$ cat src/rtl/multicycle_ctrl_pkg.sv
// Shared encodings for the multi-cycle MIPS control FSM: states, opcodes,
// ALU/mux select codes and the bundled control word.
package multicycle_ctrl_pkg;

  typedef enum logic [3:0] {
    S_IDLE  = 4'd0,
    S_IF    = 4'd1,
    S_ID    = 4'd2,
    S_MADDR = 4'd3,
    S_MRD   = 4'd4,
    S_MWB   = 4'd5,
    S_MWR   = 4'd6,
    S_REX   = 4'd7,
    S_RWB   = 4'd8,
    S_IEX   = 4'd9,
    S_IWB   = 4'd10,
    S_BR    = 4'd11,
    S_JMP   = 4'd12,
    S_ILL   = 4'd13
  } state_e;

  localparam logic [5:0] OP_RTYPE = 6'h00;
  localparam logic [5:0] OP_J     = 6'h02;
  localparam logic [5:0] OP_BEQ   = 6'h04;
  localparam logic [5:0] OP_BNE   = 6'h05;
  localparam logic [5:0] OP_ADDI  = 6'h08;
  localparam logic [5:0] OP_SLTI  = 6'h0A;
  localparam logic [5:0] OP_LW    = 6'h23;
  localparam logic [5:0] OP_SW    = 6'h2B;

  localparam logic [2:0] ALU_ADD   = 3'b000;
  localparam logic [2:0] ALU_SUB   = 3'b001;
  localparam logic [2:0] ALU_FUNCT = 3'b010;
  localparam logic [2:0] ALU_SLT   = 3'b011;

  localparam logic [1:0] SRCB_RT     = 2'b00;
  localparam logic [1:0] SRCB_FOUR   = 2'b01;
  localparam logic [1:0] SRCB_IMM    = 2'b10;
  localparam logic [1:0] SRCB_IMM_SH = 2'b11;

  localparam logic [1:0] PCSRC_ALU    = 2'b00;
  localparam logic [1:0] PCSRC_ALUOUT = 2'b01;
  localparam logic [1:0] PCSRC_JUMP   = 2'b10;

  typedef struct packed {
    logic       pc_write;
    logic       i_or_d;
    logic       mem_read;
    logic       mem_write;
    logic       ir_write;
    logic       mem_to_reg;
    logic       reg_dst;
    logic       reg_write;
    logic       alu_src_a;
    logic [1:0] alu_src_b;
    logic [2:0] alu_op;
    logic [1:0] pc_source;
    logic       illegal;
  } ctrl_t;

  function automatic state_e id_dispatch(input logic [5:0] op);
    case (op)
      OP_RTYPE:         return S_REX;
      OP_ADDI, OP_SLTI: return S_IEX;
      OP_LW, OP_SW:     return S_MADDR;
      OP_BEQ, OP_BNE:   return S_BR;
      OP_J:             return S_JMP;
      default:          return S_ILL;
    endcase
  endfunction

endpackage

$ cat src/rtl/multicycle_ctrl_decode.sv
// Combinational state/opcode to datapath-control table. Everything is Moore
// except the IF load enables (gated by memory ready) and the BR PC write.
module multicycle_ctrl_decode
  import multicycle_ctrl_pkg::*;
(
  input  state_e      state_i,
  input  logic [5:0]  opcode_i,
  input  logic        zero_i,
  input  logic        mem_rdy_i,
  output ctrl_t       ctrl_o
);

  always_comb begin
    ctrl_o = '0;
    case (state_i)
      S_IF: begin
        ctrl_o.mem_read  = 1'b1;
        ctrl_o.ir_write  = mem_rdy_i;
        ctrl_o.pc_write  = mem_rdy_i;
        ctrl_o.alu_src_b = SRCB_FOUR;
        ctrl_o.alu_op    = ALU_ADD;
        ctrl_o.pc_source = PCSRC_ALU;
      end
      S_ID: begin
        ctrl_o.alu_src_b = SRCB_IMM_SH;
        ctrl_o.alu_op    = ALU_ADD;
      end
      S_MADDR: begin
        ctrl_o.alu_src_a = 1'b1;
        ctrl_o.alu_src_b = SRCB_IMM;
        ctrl_o.alu_op    = ALU_ADD;
      end
      S_MRD: begin
        ctrl_o.mem_read = 1'b1;
        ctrl_o.i_or_d   = 1'b1;
      end
      S_MWB: begin
        ctrl_o.reg_write  = 1'b1;
        ctrl_o.mem_to_reg = 1'b1;
      end
      S_MWR: begin
        ctrl_o.mem_write = 1'b1;
        ctrl_o.i_or_d    = 1'b1;
      end
      S_REX: begin
        ctrl_o.alu_src_a = 1'b1;
        ctrl_o.alu_src_b = SRCB_RT;
        ctrl_o.alu_op    = ALU_FUNCT;
      end
      S_RWB: begin
        ctrl_o.reg_write = 1'b1;
        ctrl_o.reg_dst   = 1'b1;
      end
      S_IEX: begin
        ctrl_o.alu_src_a = 1'b1;
        ctrl_o.alu_src_b = SRCB_IMM;
        ctrl_o.alu_op    = (opcode_i == OP_SLTI) ? ALU_SLT : ALU_ADD;
      end
      S_IWB: ctrl_o.reg_write = 1'b1;
      S_BR: begin
        ctrl_o.alu_src_a = 1'b1;
        ctrl_o.alu_src_b = SRCB_RT;
        ctrl_o.alu_op    = ALU_SUB;
        ctrl_o.pc_source = PCSRC_ALUOUT;
        // bne takes the branch on a nonzero difference
        ctrl_o.pc_write  = (opcode_i == OP_BNE) ? ~zero_i : zero_i;
      end
      S_JMP: begin
        ctrl_o.pc_write  = 1'b1;
        ctrl_o.pc_source = PCSRC_JUMP;
      end
      S_ILL: ctrl_o.illegal = 1'b1;
      default: ;
    endcase
  end

endmodule

$ cat src/rtl/multicycle_ctrl.sv
// Multi-cycle MIPS main control: state register, next-state logic and the
// retired-instruction counter; output decode lives in multicycle_ctrl_decode.
module multicycle_ctrl
  import multicycle_ctrl_pkg::*;
#(
  parameter int MEM_HANDSHAKE = 1,
  parameter int CNT_W         = 32
) (
  input  logic             clk_i,
  input  logic             rst_i,
  input  logic [5:0]       opcode_i,
  input  logic [5:0]       funct_i,
  input  logic             zero_i,
  input  logic             mem_ready_i,
  output logic             pc_write_o,
  output logic             i_or_d_o,
  output logic             mem_read_o,
  output logic             mem_write_o,
  output logic             ir_write_o,
  output logic             mem_to_reg_o,
  output logic             reg_dst_o,
  output logic             reg_write_o,
  output logic             alu_src_a_o,
  output logic [1:0]       alu_src_b_o,
  output logic [2:0]       alu_op_o,
  output logic [1:0]       pc_source_o,
  output logic             illegal_o,
  output logic [3:0]       state_o,
  output logic [CNT_W-1:0] retired_o
);

  state_e           state_q, state_d;
  logic [CNT_W-1:0] retired_q, retired_d;
  logic             mem_rdy;
  logic             retire;
  ctrl_t            ctrl;
  logic             unused_funct;

  assign unused_funct = ^funct_i;
  assign mem_rdy      = (MEM_HANDSHAKE == 0) ? 1'b1 : mem_ready_i;

  always_comb begin
    state_d = state_q;
    retire  = 1'b0;
    case (state_q)
      S_IDLE:  state_d = S_IF;
      S_IF:    if (mem_rdy) state_d = S_ID;
      S_ID:    state_d = id_dispatch(opcode_i);
      S_MADDR: state_d = (opcode_i == OP_LW) ? S_MRD : S_MWR;
      S_MRD:   if (mem_rdy) state_d = S_MWB;
      S_MWR: begin
        if (mem_rdy) begin
          state_d = S_IF;
          retire  = 1'b1;
        end
      end
      S_REX:   state_d = S_RWB;
      S_IEX:   state_d = S_IWB;
      S_MWB, S_RWB, S_IWB, S_BR, S_JMP: begin
        state_d = S_IF;
        retire  = 1'b1;
      end
      S_ILL:   state_d = S_IF;
      default: state_d = S_IDLE;
    endcase
    retired_d = retire ? retired_q + {{(CNT_W-1){1'b0}}, 1'b1} : retired_q;
  end

  always_ff @(posedge clk_i or negedge rst_i) begin
    if (!rst_i) begin
      state_q   <= S_IDLE;
      retired_q <= '0;
    end else begin
      state_q   <= state_d;
      retired_q <= retired_d;
    end
  end

  multicycle_ctrl_decode u_decode (
    .state_i   (state_q),
    .opcode_i  (opcode_i),
    .zero_i    (zero_i),
    .mem_rdy_i (mem_rdy),
    .ctrl_o    (ctrl)
  );

  assign pc_write_o   = ctrl.pc_write;
  assign i_or_d_o     = ctrl.i_or_d;
  assign mem_read_o   = ctrl.mem_read;
  assign mem_write_o  = ctrl.mem_write;
  assign ir_write_o   = ctrl.ir_write;
  assign mem_to_reg_o = ctrl.mem_to_reg;
  assign reg_dst_o    = ctrl.reg_dst;
  assign reg_write_o  = ctrl.reg_write;
  assign alu_src_a_o  = ctrl.alu_src_a;
  assign alu_src_b_o  = ctrl.alu_src_b;
  assign alu_op_o     = ctrl.alu_op;
  assign pc_source_o  = ctrl.pc_source;
  assign illegal_o    = ctrl.illegal;
  assign state_o      = state_q;
  assign retired_o    = retired_q;

endmodule
$ cat config.mk
export PLATFORM = sky130hd
export DESIGN_NAME = multicycle_ctrl
export DESIGN_NICKNAME = d
export VERILOG_FILES = /design/src/rtl/multicycle_ctrl_pkg.sv /design/src/rtl/multicycle_ctrl_decode.sv /design/src/rtl/multicycle_ctrl.sv
export SDC_FILE = /design/constraint.sdc
export NUM_CORES = 1
export LEC_CHECK = 0
export CELL_PAD_IN_SITES_DETAIL_PLACEMENT = 0
export CELL_PAD_IN_SITES_GLOBAL_PLACEMENT = 1
export CORE_MARGIN = 10
export CORE_UTILIZATION = 37
export DETAILED_ROUTE_END_ITERATION = 7
export PLACE_DENSITY_LB_ADDON = 0.1
export SLEW_MARGIN = 20
export SYNTH_ARGS = -nofsm -noshare
export SYNTH_HDL_FRONTEND = slang
export SYNTH_SLANG_ARGS = --single-unit
$ cat constraint.sdc
create_clock -name clk_i -period 2.6 [get_ports clk_i]
set_clock_uncertainty 0.05 [all_clocks]
set_input_delay 0.39 -clock clk_i [delete_from_list [all_inputs] [get_ports clk_i]]
set_output_delay 0.39 -clock clk_i [all_outputs]
set_load 0.03 [all_outputs]
; Yosys cells after proc, flatten, opt, wreduce, memory -nomap -nowiden
; Cells that the tools add are included.
[classes]
div_mod_pow = 0
bitwise = 1
eq_ne = 23
n_lt_le_gt_ge = 0
shifts = 0
n_addsub = 1
reduce_logical = 12
muxes = 22
multipliers = 0
[op_table]
columns = operator, count
row1 = 32-bit by 1-bit adder with 32-bit output (second input constant), 1
row2 = 4-bit case mux with 8 select lines, 1
row3 = 5-bit case mux with 6 select lines, 1
row4 = 4-bit equality test (second input constant), 6
row5 = 4-bit case mux with 5 select lines, 1
row6 = 4-bit by 3-bit equality test with 1-bit output (second input constant), 4
row7 = 6-bit by 3-bit equality test with 1-bit output (second input constant), 2
row8 = 6-bit by 4-bit equality test with 1-bit output (second input constant), 2
row9 = 6-bit equality test (second input constant), 2
row10 = 4-bit two-way mux, 3
row11 = 1-bit two-way mux, 11
row12 = 2-bit OR reduction, 5
row13 = 4-bit by 2-bit equality test with 1-bit output (second input constant), 2
row14 = 7-bit OR reduction, 1
row15 = 6-bit by 2-bit equality test with 1-bit output (second input constant), 1
row16 = 6-bit logical NOT, 1
row17 = 2-bit != test (second input constant), 3
row18 = 5-bit OR reduction, 1
row19 = 4-bit by 1-bit equality test with 1-bit output (second input constant), 1
row20 = 4-bit logical NOT, 1
row21 = 2-bit two-way mux, 2
row22 = 2-bit case mux with 2 select lines, 1
row23 = 4-bit OR reduction, 1
row24 = 1-bit case mux with 3 select lines, 1
row25 = other kinds (4), 4
[word_totals]
latch_bits = 0
memories = 0
ramBits = 0
reg_bits = 36
mem_bits_ro = 0
word_cells = 61
in_bits = 16

; Longest topological paths before layout
; Gate-level depths: netlist (run 1).
[logic_depth]
depth_word = 4
mapped_depth = 7
depth_no_buf = 5

; By module
; A second synthesis (run 1) with hierarchy kept.
[unflattened]
cells_unflattened = 221
area_unflattened_um2 = 2123.3
[by_module_without_submodules]
columns = module, instances, area_per_inst_um2, cells_each
row1 = multicycle_ctrl, 1, 1829.3, 180
row2 = multicycle_ctrl_decode, 1, 294.0, 41

; Worst setup path before layout (run 1)
; Ideal clock, no wire load.
[synth_timing]
path_kind = reg2out
startpoint = register state_q[0] (netlist: state_o[0])
endpoint = output pc_write_o
path_stages_with_launch = 5
slack_ns = 0.194
t_arrival_ns = 1.966
path_cell_list = dfrtp_1 > buf_2 > inv_1 > nor3_1 > o2bb2ai_1
[synth_via]
elab_chain_len = 2
elab_cells_between_ends = 4
cone_classes = 3 x eq/ne / 1 x mux
[synth_rtl]
columns = item, line
row1 = "start, declared", multicycle_ctrl.sv:32  ; state_e state_q, state_d;
row2 = "start signal, assigned", multicycle_ctrl.sv:74  ; state_q <= state_d;
row3 = 4-bit equality test or 4-bit by 1-bit equality test with 1-bit output (tied branches), multicycle_ctrl_decode.sv:15  ; case (state_i)
row4 = 1-bit case mux with 3 select lines *, multicycle_ctrl_decode.sv:15
row5 = "end, declared", multicycle_ctrl.sv:15  ; output logic pc_write_o,
; Every way passes the cells marked *; elsewhere a longest branch is shown, timed or not.

; Worst setup path after layout (run 1)
[layout_timing]
startpoint = register state_q[2] (netlist: state_o[2])
endpoint = output alu_src_a_o
[layout_via]
elab_chain_len = 3
elab_cells_between_ends = 6
cone_classes = 4 x eq/ne / 1 x mux / 1 x reduce/logical
[layout_rtl]
columns = item, line
row1 = 4-bit by 2-bit equality test with 1-bit output (tied with other cells), multicycle_ctrl_decode.sv:15
row2 = 4-bit OR reduction (no source line) *, n/a
row3 = 1-bit two-way mux *, multicycle_ctrl_decode.sv:15
row4 = "end, declared", multicycle_ctrl.sv:23  ; output logic alu_src_a_o,
; Marks and branches as above.

==> results by group, run 1 <==
Logic synthesis
  • Syn nets: between 200 and 250
  • Yosys warnings: 0
  • Synth cell count leaders: 36 x dfrtp_1, 26 x xor2_1, 19 x nor2_1
  • Sequential fraction of the synthesis area: 41.0%
  • Library cells used by synthesis: 53
  • Top-count cell post-synth: dfrtp_1
  • Synthesized instance count: about 230
  • Mean Syn Cell Area: between 9 and 10 um2
  • Synth top area share: 41.0%
  • Count of flip-flops with a built-in enable after synthesis: 0
  • Synth Register Bits: 36
  • Synth top area cells: dfrtp_1 41%, xor2_1 10%, nor4_2 5.1%
  • Post-synthesis async set-or-reset flop share: 100%
  • Netlist Area Pre-Place: 2200 um2
  • Dominant synthesized flop cell: dfrtp_1
  • Yosys top cell by area: dfrtp_1

Die
  • Die height: slightly below 100 um
  • Die width: between 90 and 100 um
  • I/O Pins: 69
  • Core area: about 5900 um2
  • Core Rows: 28
  • Initial Util: between 30 and 40%
  • Die footprint: approximately 9400 um2

Global routing
  • Gr usage total: 12.8%
  • Global-route wire length before repair: roughly 10000 um
  • Grt total ovfl: 0
  • Initial antenna violation count: 0
  • Largest net degree at the start of global routing: 37
  • Vias in the first global route: roughly 2000

Layout
  • Fraction of layout cells with a size suffix above 1: between 10% and 20%
  • Multi-input gate area: 1220 um2
  • Diode count: 0
  • Fin nets: between 300 and 400
  • Number of fill cells in the layout: 563
  • Flip-flop and latch area: 901 um2
  • Syn-to-layout area delta: 39.1%

STA
  • RSZ-0062 raised after global routing: no
  • Setup TNS: 0 ns
  • Final Hold Vio Count: 0
  • Crit share post-route: a little over nine tenths
  • Worst-margin pin slew: 1.07 ns
  • Final setup vio count: 0
  • Tmin final: approximately 2.5 ns
  • Fmax: between 0.4 and 0.5 GHz
  • Hold slack: roughly 0.14 ns
  • Relative slew slack: approximately 29%
  • Max Slew Vio Count: 0

Route
  • Remaining DRCs: 0
  • Via count: 2007
  • Iter 0 DRT Violations: between 50 and 60
  • Routed Antenna Nets: 0
  • Wire length per cell: 15.7 um
  • First-pass DRT Iterations: 4
  • Final WL: 5990 um
  • DR vias/cell: about 5.3

CTS
  • Clock transition at path regs: ~0.080 ns
  • CTS tree: done
  • H-Tree Depth: 2
  • Clock sink count: 36
  • Worst-Skew Late Latency: around 0.29 ns
  • Root Driver: clkbuf_8
  • Maximum buffer depth of the clock tree: 2
  • TritonCTS buffer count: 5

Power and ir drop
  • Leakage: 0.00118 uW
  • Sequential share of power: roughly 29%
  • Internal: roughly 1400 uW
  • Logic gate share of total power: roughly 56%
  • Sw frac: between 40 and 50%
  • Clk pwr share: approximately 14%
  • Psw: between 1000 and 1500 uW
  • Peak supply drop: roughly 0.00050 V
  • Power density cells: approximately 900 nW/um2

Worst setup path
  • CP arrival: between 2 and 2.5 ns
  • Req. time, crit path: between 2 and 2.5 ns
  • CP endpoint kind: primary output
  • Setup crit start kind: flip-flop
  • Crit Path Class: reg2out
  • Crit-path max FO: 15

Run status
  • Status: completed

Run
  • Total of max-cap violations: 0

Hold path
  • Worst min path class: in2async

Placement
  • Port-buffer cells: 61
  • Hpwl dp: 4560 um
  • GPL Wtd Cong: 0.840
## worst max-delay path: stages, from the launching register on
cell and delay, ns:
dfrtp_1 0.43, buf_4 0.21, nand2_1 0.17, o21ai_0 0.11, nor2_1 0.12, clkdlybuf4s50_1 0.68
## stage by stage
stage	utilization (%)	instances	area [um2]	total power, uW	worst slack (ns)
after CTS	52.0	381	3040	2740	0.0431
after global routing	52.3	381	3060	2890	0.000576
after global placement	50.5	373	2950	2330	0.0451
after detailed placement	50.5	373	2950	2340	0.0431
after floorplan	-	232	2200	1750	0.194
final	52.3	381	3060	2700	0.148
## power groups by stage
stage / combinational, uW / sequential [uW] / clock (uW)
2_1_floorplan: 807 / 942 / 0
3_3_place_gp: 1540 / 796 / 0
3_5_place_dp: 1540 / 798 / 0
4_1_cts: 1550 / 788 / 408
5_1_grt: 1650 / 811 / 429
6_report: 1520 / 787 / 392
## state kept, by name, summed over array words and instances, names as in the netlist
| name | count |
|---|---|
| retired_o | 32 |
| state_o | 4 |
## layer usage
metal  share of wire (%)  track usage, %
met3                 5.6            3.84
met5                   0               0
met1                  44            15.2
met4                0.95            3.06
met2                  50            22.0
## kinds of logic after synthesis
kind of cell	count (synthesis)	share of synthesized area (%)
DFF	36	41.0
AOI/OAI and AO/OA	30	9.44
adders and majority gates	1	0.569
buffers and inverters	18	3.81
and+or+nand+nor	113	31.8
muxes	1	0.512
xor gates and xnor gates	32	12.7
other	1	0.170
## repair_timing
action / 4_1_cts / 5_1_grt
hold buffers: 0 / 0
gates resized for setup: 0 / 7
endpoints found under the setup margin: 0 / 3
buffers inserted: 0 / 0
## area by class of cell
class	count	share of cell area (%)
clock buffer	5	2.25
timing repair buffer	77	24.0
sequential	36	29.4
clock inverter	3	0.613
tap	75	3.07
multi-input combinational	178	39.8
inverter	7	0.859
## worst paths after layout
| path | start | endpoint | slack, ns | depth (start not counted) |
|---|---|---|---|---|
| worst max register to register | state_o[3]$_DFFE_PN0P_ | retired_o[14]$_DFFE_PN0P_ | 0.39 | 7 |
| min in group clk_i | retired_o[31]$_DFFE_PN0P_ | retired_o[31]$_DFFE_PN0P_ | 0.42 | 1 |
| max in group asynchronous | rst_i | retired_o[1]$_DFFE_PN0P_ | 1.83 | 1 |
| worst min-delay path | rst_i | retired_o[28]$_DFFE_PN0P_ | 0.14 | 1 |
| worst max-delay path | state_o[2]$_DFFE_PN0P_ | alu_src_a_o | 0.15 | 5 |
| worst min register to register | retired_o[31]$_DFFE_PN0P_ | retired_o[31]$_DFFE_PN0P_ | 0.42 | 1 |
## cells in the final DEF, fill, tap and decap left out, types with 2 or more instances in the layout
cell type,instances
nor4_1,7
nor2_1,19
nor4_2,9
o22ai_1,2
o21ai_0,5
inv_1,7
dlymetal6s2s_1,6
nand4_1,7
nand4b_1,2
nor2_2,3
xor2_1,26
a211oi_1,4
dfrtp_1,36
nand2_1,16
a21oi_1,4
nand3_1,13
clkinv_2,2
nor3_1,17
a21oi_2,2
xnor2_1,6
or3_1,2
clkbuf_8,5
clkdlybuf4s50_1,51
buf_4,19
nand2b_1,3
nor4b_1,3
(Power assumes the default switching activity.)
==> run 2, diff against run 1 <==
- CORE_UTILIZATION: 37 -> 35
- clock period: 2.6 -> 2.47 ns (I/O delays scaled with it)
==> run 2 against run 1 <==
Register-to-register slack better by 0.16 ns. Sequential share of layout area hardly changed. Cell count down 0.52%. Flip-flop and latch count stayed put. Setup slack lost 0.025 ns. Non-clock buffer count fell by 2. Via count down 0.45%. Critical endpoint is now pc_write_o.
==> results by group, run 2 (synthesis results as in run 1) <==
Worst setup path
  • Worst R2R Path Depth: 6 (-1)
  • Crit path largest cell delay: 0.52 ns (-0.16 ns)
  • Crit path to: pc_write_o
  • CP top delay family: simple AND/OR/NAND/NOR gates
  • CP arrival: 1.93 ns (-0.08 ns)
  • Worst path slowest cell: or4b_1
  • Crit path buffers/inverters: 2 (unchanged)
  • Worst setup path start: opcode_i[5]
  • Crit Path Class: in2out
  • Setup crit start kind: input pin
  • Worst-path cell chain: dlygate4sd2_1 > or4b_1 > or3_1 > xnor2_1 > o2bb2ai_1 > buf_4
  • Reg-to-reg setup timing slack: 0.55 ns (+0.16 ns)
  • Worst r2r src: retired_o[3]$_DFFE_PN0P_
  • Req. time, crit path: 2.05 ns (-0.11 ns)
  • WP depth: 6 (+1)
  • Crit-path max FO: 2 (-13)
  • FF-to-FF End: retired_o[18]$_DFFE_PN0P_
  • CP endpoint kind: primary output

Route
  • Wire length per cell: 16.0 um (+2.0%)
  • Iter 0 DRT Violations: 49 (-14%)
  • First-pass DRT Iterations: 4 (unchanged)
  • Final WL: 6080 um (+1.5%)
  • Via count: 1998 (-0.45%)
  • Routed Antenna Nets: 0 (unchanged)
  • Remaining DRCs: 0 (unchanged)
  • DR vias/cell: 5.27 (about the same)

Layout
  • Multi-input gate area: 1210 um2 (-0.31%)
  • Number of fill cells in the layout: 592 (+5.2%)
  • Commonest non-fill, non-tap cell in the layout: clkdlybuf4s50_1
  • Diode count: 0 (unchanged)
  • Flip-flop and latch area: 903 um2 (+0.28%)
  • Most frequent cells in the layout: 47 x clkdlybuf4s50_1, 34 x dfrtp_1, 26 x xor2_1
  • Final Cell Area: 3070 um2 (+0.25%)
  • Fin nets: 320 (-0.62%)
  • Syn-to-layout area delta: 39.5%
  • Number of flip-flops in the largest register: 32 (unchanged)
  • Fraction of layout cells with a size suffix above 1: 15.5% (-0.55 points)

Power and ir drop
  • Power density cells: 963 nW/um2 (+9.1%)
  • Leakage: 0.00120 uW (+1.6%)
  • Peak supply drop: 0.000568 V (+14%)
  • Power Total: 2960 uW (+9.4%)

Die
  • Initial Util: 36.5% (-1.1 points)
  • Die footprint: 9860 um2 (+4.5%)
  • Core area: 6030 um2 (+3.0%)
  • Die height: 99.3 um (+2.2%)
  • Die width: 99.3 um (+2.2%)
  • I/O Pins: 69 (unchanged)
  • Core Rows: 28 (unchanged)

Global routing
  • Gr usage total: 12.4% (-0.40 points)
  • Grt total ovfl: 0 (unchanged)
  • Initial antenna violation count: 0 (unchanged)
  • Largest net degree at the start of global routing: 37 (unchanged)
  • Vias in the first global route: 2041 (+0.25%)
  • Global-route wire length before repair: 10300 um (-1.0%)

STA
  • Relative slew slack: 45.8% (+17 points)
  • Max Slew Vio Count: 0 (unchanged)
  • Setup TNS: 0 ns (unchanged)
  • Tmin final: 2.35 ns
  • Hold slack: 0.115 ns (-0.0292 ns)
  • Fmax: about 0.43 GHz
  • RSZ-0062 raised after global routing: no
  • Worst-margin pin slew: 0.813 ns (-0.255 ns)
  • Crit share post-route: ~95%
  • Final setup vio count: 0 (unchanged)
  • Final Hold Vio Count: 0 (unchanged)
  • Worst setup margin: 0.123 ns (-0.0245 ns)

CTS
  • Clock sink count: 36 (unchanged)
  • Hold Buf Count CTS: 0 (unchanged)
  • Root Driver: clkbuf_8
  • Worst-Skew Late Latency: 0.29 ns (about the same)
  • H-Tree Depth: 2 (unchanged)
  • Maximum buffer depth of the clock tree: 2 (unchanged)
  • TritonCTS buffer count: 5 (unchanged)
  • Clock transition at path regs: 0.08 ns (about the same)
  • Setup repair bufs after CTS: 0 (unchanged)
  • CTS tree: done

Run status
  • Status: completed

Run
  • Total of max-cap violations: 0 (unchanged)

Placement
  • Placed cell area: 2950 um2 (about the same)
  • GPL Wtd Cong: 0.771 (-8.2%)
  • Hpwl dp: 4580 um (+0.53%)
  • Place WS: -0.0708 ns (-0.114 ns)
  • Port-buffer cells: 61 (unchanged)

Hold path
  • Worst min path class: in2async
run 2: final cells by class:
type,instances,area share [%]
sequential,36,29.4
tap,75,3.06
timing repair buffer,75,23.5
clock buffer,6,2.37
inverter,7,0.856
multi-input combinational,178,39.6
clock inverter,2,1.14
run 2: power breakdown:
group | switching (uW) | total, uW | internal (uW)
combinational | 948 | 1570 | 622
clock | 211 | 511 | 300
sequential | 186 | 874 | 688
run 2: routing by layer:
metal  share of wire, %  track usage (%)
met4                1.4             4.30
met2                 48             19.7
met5                  0                0
met1                 42             14.8
met3                8.9             4.98
run 2: worst min-delay path by stage:
stage               slack (ns)  cells after the start                   endpoint
floorplan                 0.02                      0   retired_o[0]$_DFFE_PN0P_
global placement          0.40                      1  retired_o[31]$_DFFE_PN0P_
detailed placement        0.42                      1  retired_o[31]$_DFFE_PN0P_
CTS                       0.15                      1  retired_o[28]$_DFFE_PN0P_
global route              0.19                      1  retired_o[29]$_DFFE_PN0P_
finish                    0.12                      1  retired_o[29]$_DFFE_PN0P_
run 2: per-stage QoR:
stage                     util (%)  std cells
after floorplan                  -        232
after global placement        49.0        371
after detailed placement      49.0        371
after CTS                     50.7        379
after global routing          50.9        379
final                         50.9        379
run 2: what timing repair did:
| item | 4_1_cts | 5_1_grt |
|---|---|---|
| pin swaps | 3 | 2 |
| gates resized for setup | 5 | 7 |
| endpoints found under the setup margin | 2 | 11 |
| endpoints found under the hold margin | 0 | 0 |
==> edit 1 (config.mk and constraints of run 1) <==
`CNT_W`: 32 -> 48.
--- a/src/rtl/multicycle_ctrl.sv
+++ b/src/rtl/multicycle_ctrl.sv
@@ -5,5 +5,5 @@
 #(
   parameter int MEM_HANDSHAKE = 1,
-  parameter int CNT_W         = 32
+  parameter int CNT_W         = 48
 ) (
   input  logic             clk_i,
Interface: changed (resized retired_o); port bits go from 69 to 85. No check against the original RTL was run, so the function may have changed too.
==> edit 1 against run 1 <==
  * The run now ends with negative hold slack left
  * First-iteration DRC count increased by 56%
  * Sequential cell count increased by 16
  * Area after synthesis increased by 27%
  * Power increased by 3.6%
  * Worst setup slack improved by 1.7 ps
  * Final cell count increased by 27%
  * Wire length increased by 21%
  * Count of clock-buffer cells in the layout unchanged
  * Cell area increased by 28%
  * Sequential share of layout area increased by 3.7 points
  * Non-clock buffer count increased by 20
==> edit 1: results (changes against run 1) <==
stage,metric,value,unit,change
sta,holdWs,-4.92,ps,-149 ps
layout,largest_reg_flops,48,,+50%
detailed_routing,wl,7260,µm,+21%
setup_path,r2r_start,retired_o[4],,
global_routing,grt_first_pass_wirelength,12400,µm,+19%
synth,synth_xor_area_share,15.0,%,+2.3 points
clock_network,clk_pin_slew,110,ps,+30 ps
global_routing,grt_max_degree,53,,+43%
synth,synth_common_cells,"dfrtp_1, xnor2_1, nand2_1, nor2_1",,
sta,hold_viol,9,,+9
sta,worst_slew_pin_slew,507,ps,-561 ps
run_status,status,finished with violations,,
setup_path,ff2ff_setup_slack,450,ps,+60 ps
synth,synthMuxAreaShare,0.402,%,-0.11 points
placed_design,postPlaceCellArea,3820,µm²,+29%
placed_design,preCtsSetupSlack,5.40,ps,-37.7 ps
power_and_ir_drop,p_leak,1.66,nW,+41%
setup_path,crit_path_max_fanout,11,,-4
synth,avgSynthCellArea,9.77,µm²,+3.0%
detailed_routing,dr.first_iter.drc_count,89,,+56%
synth,ys_types,49,,-7.5%
detailed_routing,routedWlPerCell,15.0,µm,-4.4%
detailed_routing,vias,2416,,+20%
synth,synth_compound_area_share,9.82,%,+0.37 points
global_routing,grt_use_total,13.0,%,+0.20 points
layout,layout-drive-gt1-share,11.5,%,-4.6 points
run_status,failed_checks,negative hold slack,,
placed_design,dp_cells,475,,+27%
edit 1: cell types whose count changed after synthesis, sizes merged, moves of 4 or more:
| cell | before | now |
|---|---|---|
| nor3 | 17 | 11 |
| a21oi | 6 | 13 |
| xor2 | 26 | 16 |
| nor2 | 22 | 28 |
| nand2 | 16 | 29 |
| and3 | 1 | 6 |
| dfrtp | 36 | 52 |
| nand4 | 9 | 13 |
| xnor2 | 6 | 32 |
| and4 | 0 | 4 |
| nor4 | 16 | 2 |
| buf | 7 | 1 |
edit 1: cell type report:
class | count | area (µm²)
Clock buffer | 5 | 68.8
Clock inverter | 3 | 26.3
Fill cell | 726 | 3360
Multi-Input combinational cell | 220 | 1450
Tap cell | 99 | 124
Timing Repair Buffer | 97 | 935
Sequential cell | 52 | 1300
Inverter | 7 | 26.3
edit 1: logic make-up after synthesis:
kind of cell             Yosys count
AO/OA/AOI/OAI                     39
adder cells (fa/ha/maj)            1
flip-flops                        52
multiplexers                       1
XOR/XNOR                          48
other                              1
buffers and inverters             15
AND/OR/NAND/NOR                  130
edit 1: worst max-delay path, stage by stage, from the launching register on:
cell and delay, ps:
dfrtp_1 510, or2_2 370, a21oi_1 120, clkdlybuf4s50_1 700
edit 1: timing repair:
| item | 4_1_cts | 5_1_grt |
|---|---|---|
| endpoints found under the setup margin | 1 | 9 |
| gates resized for setup | 1 | 8 |
| hold buffers | 0 | 0 |
| buffers inserted | 0 | 0 |
edit 1: layer usage:
| layer | global-route usage (%) | up-vias | wire, µm |
|---|---|---|---|
| met1 | 15.9 | 1162 | 3130 |
| met5 | 0 | - | 0 |
| met2 | 21.2 | 43 | 3570 |
| met3 | 4.67 | 4 | 500 |
| met4 | 3.48 | 0 | 66 |
| li1 | - | 1207 | - |
edit 1: power by group:
part / switching, mW / internal (mW) / leakage, nW
Clock: 0.297 / 0.196 / 0.0423
Sequential: 0.159 / 0.888 / 0.669
Combinational: 0.734 / 0.525 / 0.954
Total: 1.19 / 1.61 / 1.66
edit 1: worst max-delay path by stage:
stage,start,end,depth (start not counted)
final,state_o[2],alu_src_b_o[0],3
after global routing,state_o[1],alu_src_b_o[1],4
after CTS,state_o[2],ir_write_o,3
after detailed placement,opcode_i[5],pc_write_o,6
after global placement,opcode_i[5],pc_write_o,6
after floorplan,state_o[2],pc_write_o,4
==> edit 2 (settings of run 1) <==
Without the edit above. Put one more register stage on the output `retired_o`, with the module's reset. The value now appears one clock later. The other outputs are not delayed to match.
--- a/src/rtl/multicycle_ctrl.sv
+++ b/src/rtl/multicycle_ctrl.sv
@@ -99,5 +99,11 @@
   assign illegal_o    = ctrl.illegal;
   assign state_o      = state_q;
-  assign retired_o    = retired_q;
+  always_ff @(posedge clk_i or negedge rst_i) begin
+    if (!rst_i) begin
+      retired_o <= '0;
+    end else begin
+      retired_o <= retired_q;
+    end
+  end
 
 endmodule
Function: changed (a bounded check fails within 10 cycles, from zero or initial values and one cycle with rst_i low).
==> edit 2 against run 1 <==
  * The flow now finishes with violations (negative hold slack)
  * Combinational power shrank 11%
  * Non-clock buffer count shrank 6
  * Cell area grew 24%
  * Area after synthesis grew 28%
  * Wire length grew 4.5%
  * Worst setup slack lost 17 ps
  * Sequential cell count grew 32
  * Power grew 29%
  * Critical path type unchanged
  * Largest cell class is now flip-flops and latches
  * Highest routed layer unchanged
==> edit 2: results (changes against run 1) <==
stage,metric,value,unit,change
run_status,failed_checks,negative hold slack,,
power_and_ir_drop,p_leak,1.74,nW,+48%
power_and_ir_drop,internal-power,2.17,mW,+52%
setup_path,crit_path_max_fanout,11,,-4
synth,synth_xor_area_share,10.5,%,-2.2 points
layout,layout-drive-gt1-share,11.5,%,-4.6 points
synth,yosysSeqAreaShare,60.3,%,+19 points
sta,slew_headroom,63.4,%,+35 points
run,drv_cap,0,,unchanged
synth,synth_compound_area_share,7.04,%,-2.4 points
setup_path,critPathCapture,alu_src_b_o[1],,
setup_path,crit_path_start,state_o[3],,
setup_path,r2r_end,retired_q[20],,
setup_path,reg2regPathDepth,5,,-2
setup_path,ff2ff_setup_slack,640,ps,+250 ps
synth,synthMuxAreaShare,0.399,%,-0.11 points
synth,ys_types,41,,-23%
layout,clock_area_share,5.06,%,+2.2 points
layout,nonClkBufAreaFrac,18.2,%,-5.8 points
layout,nFillCells,655,,+16%
placed_design,dp_cells,406,,+8.8%
setup_path,slowest_delay,700,ps,+20 ps
placed_design,finalWeightedCongestion,0.760,,-9.6%
layout,nNonClkBuffers,71,,-7.8%
detailed_routing,dr.first_iter.drc_count,81,,+42%
synth,synth_nets,261,,+4.8%
layout,nFlopsAndLatches,68,,+89%
synth,synthAdderAreaFrac,0.443,%,-0.13 points
sta,hold_viol,1,,+1
layout,inverters,11,,+4
run_status,status,finished with violations,,
sta,holdWs,-0.0817,ps,-145 ps
clock_network,htreeDepth,3,,+1
synth,synth_area_leaders,"dfrtp_1, xor2_1, xnor2_1",,
global_routing,grt_use_total,11.3,%,-1.5 points
setup_path,r2r_start,retired_q[6],,
detailed_routing,vias,2029,,+1.1%
layout,finalNonFillerCells,422,,+11%
power_and_ir_drop,power_frac_comb,39.0,%,-17 points
layout,seqAreaFraction,44.9,%,+16 points
global_routing,grt_first_pass_wirelength,10300,µm,-1.1%
clock_network,clk_latency,340,ps,+50 ps
layout,nClkBuffers,10,,+5
clock_network,numCtsBuffers,9,,+4
edit 2: cell count changes in the layout (fill, tap and decap cells not counted), moves of 5 or more:
| cell | run 1 | this run |
|---|---|---|
| dlymetal6s2s_1 | 6 | 1 |
| clkdlybuf4s50_1 | 51 | 56 |
| buf_4 | 19 | 12 |
| and3_1 | 1 | 6 |
| nor4_1 | 7 | 1 |
| nor4_2 | 9 | 1 |
| dfrtp_1 | 36 | 68 |
| xor2_1 | 26 | 18 |
| xnor2_1 | 6 | 16 |
edit 2: through the flow:
stage	setup WS (ps)	utilization (%)	power [mW]	area [µm²]
floorplan	158	-	2.12	2820
global placement	159	49.0	2.67	3590
detailed placement	145	49.0	2.68	3590
CTS	101	51.6	3.53	3780
global route	21.2	51.6	3.68	3790
finish	131	51.6	3.48	3790
edit 2: routing by layer:
metal  global-route usage, %  wire (µm)  vias to the layer above
li1                        -          -                      999
met1                    14.3       2890                      972
met2                    16.6       2800                       49
met3                    4.19        476                        9
met4                    5.44         99                        0
met5                       0          0                        -
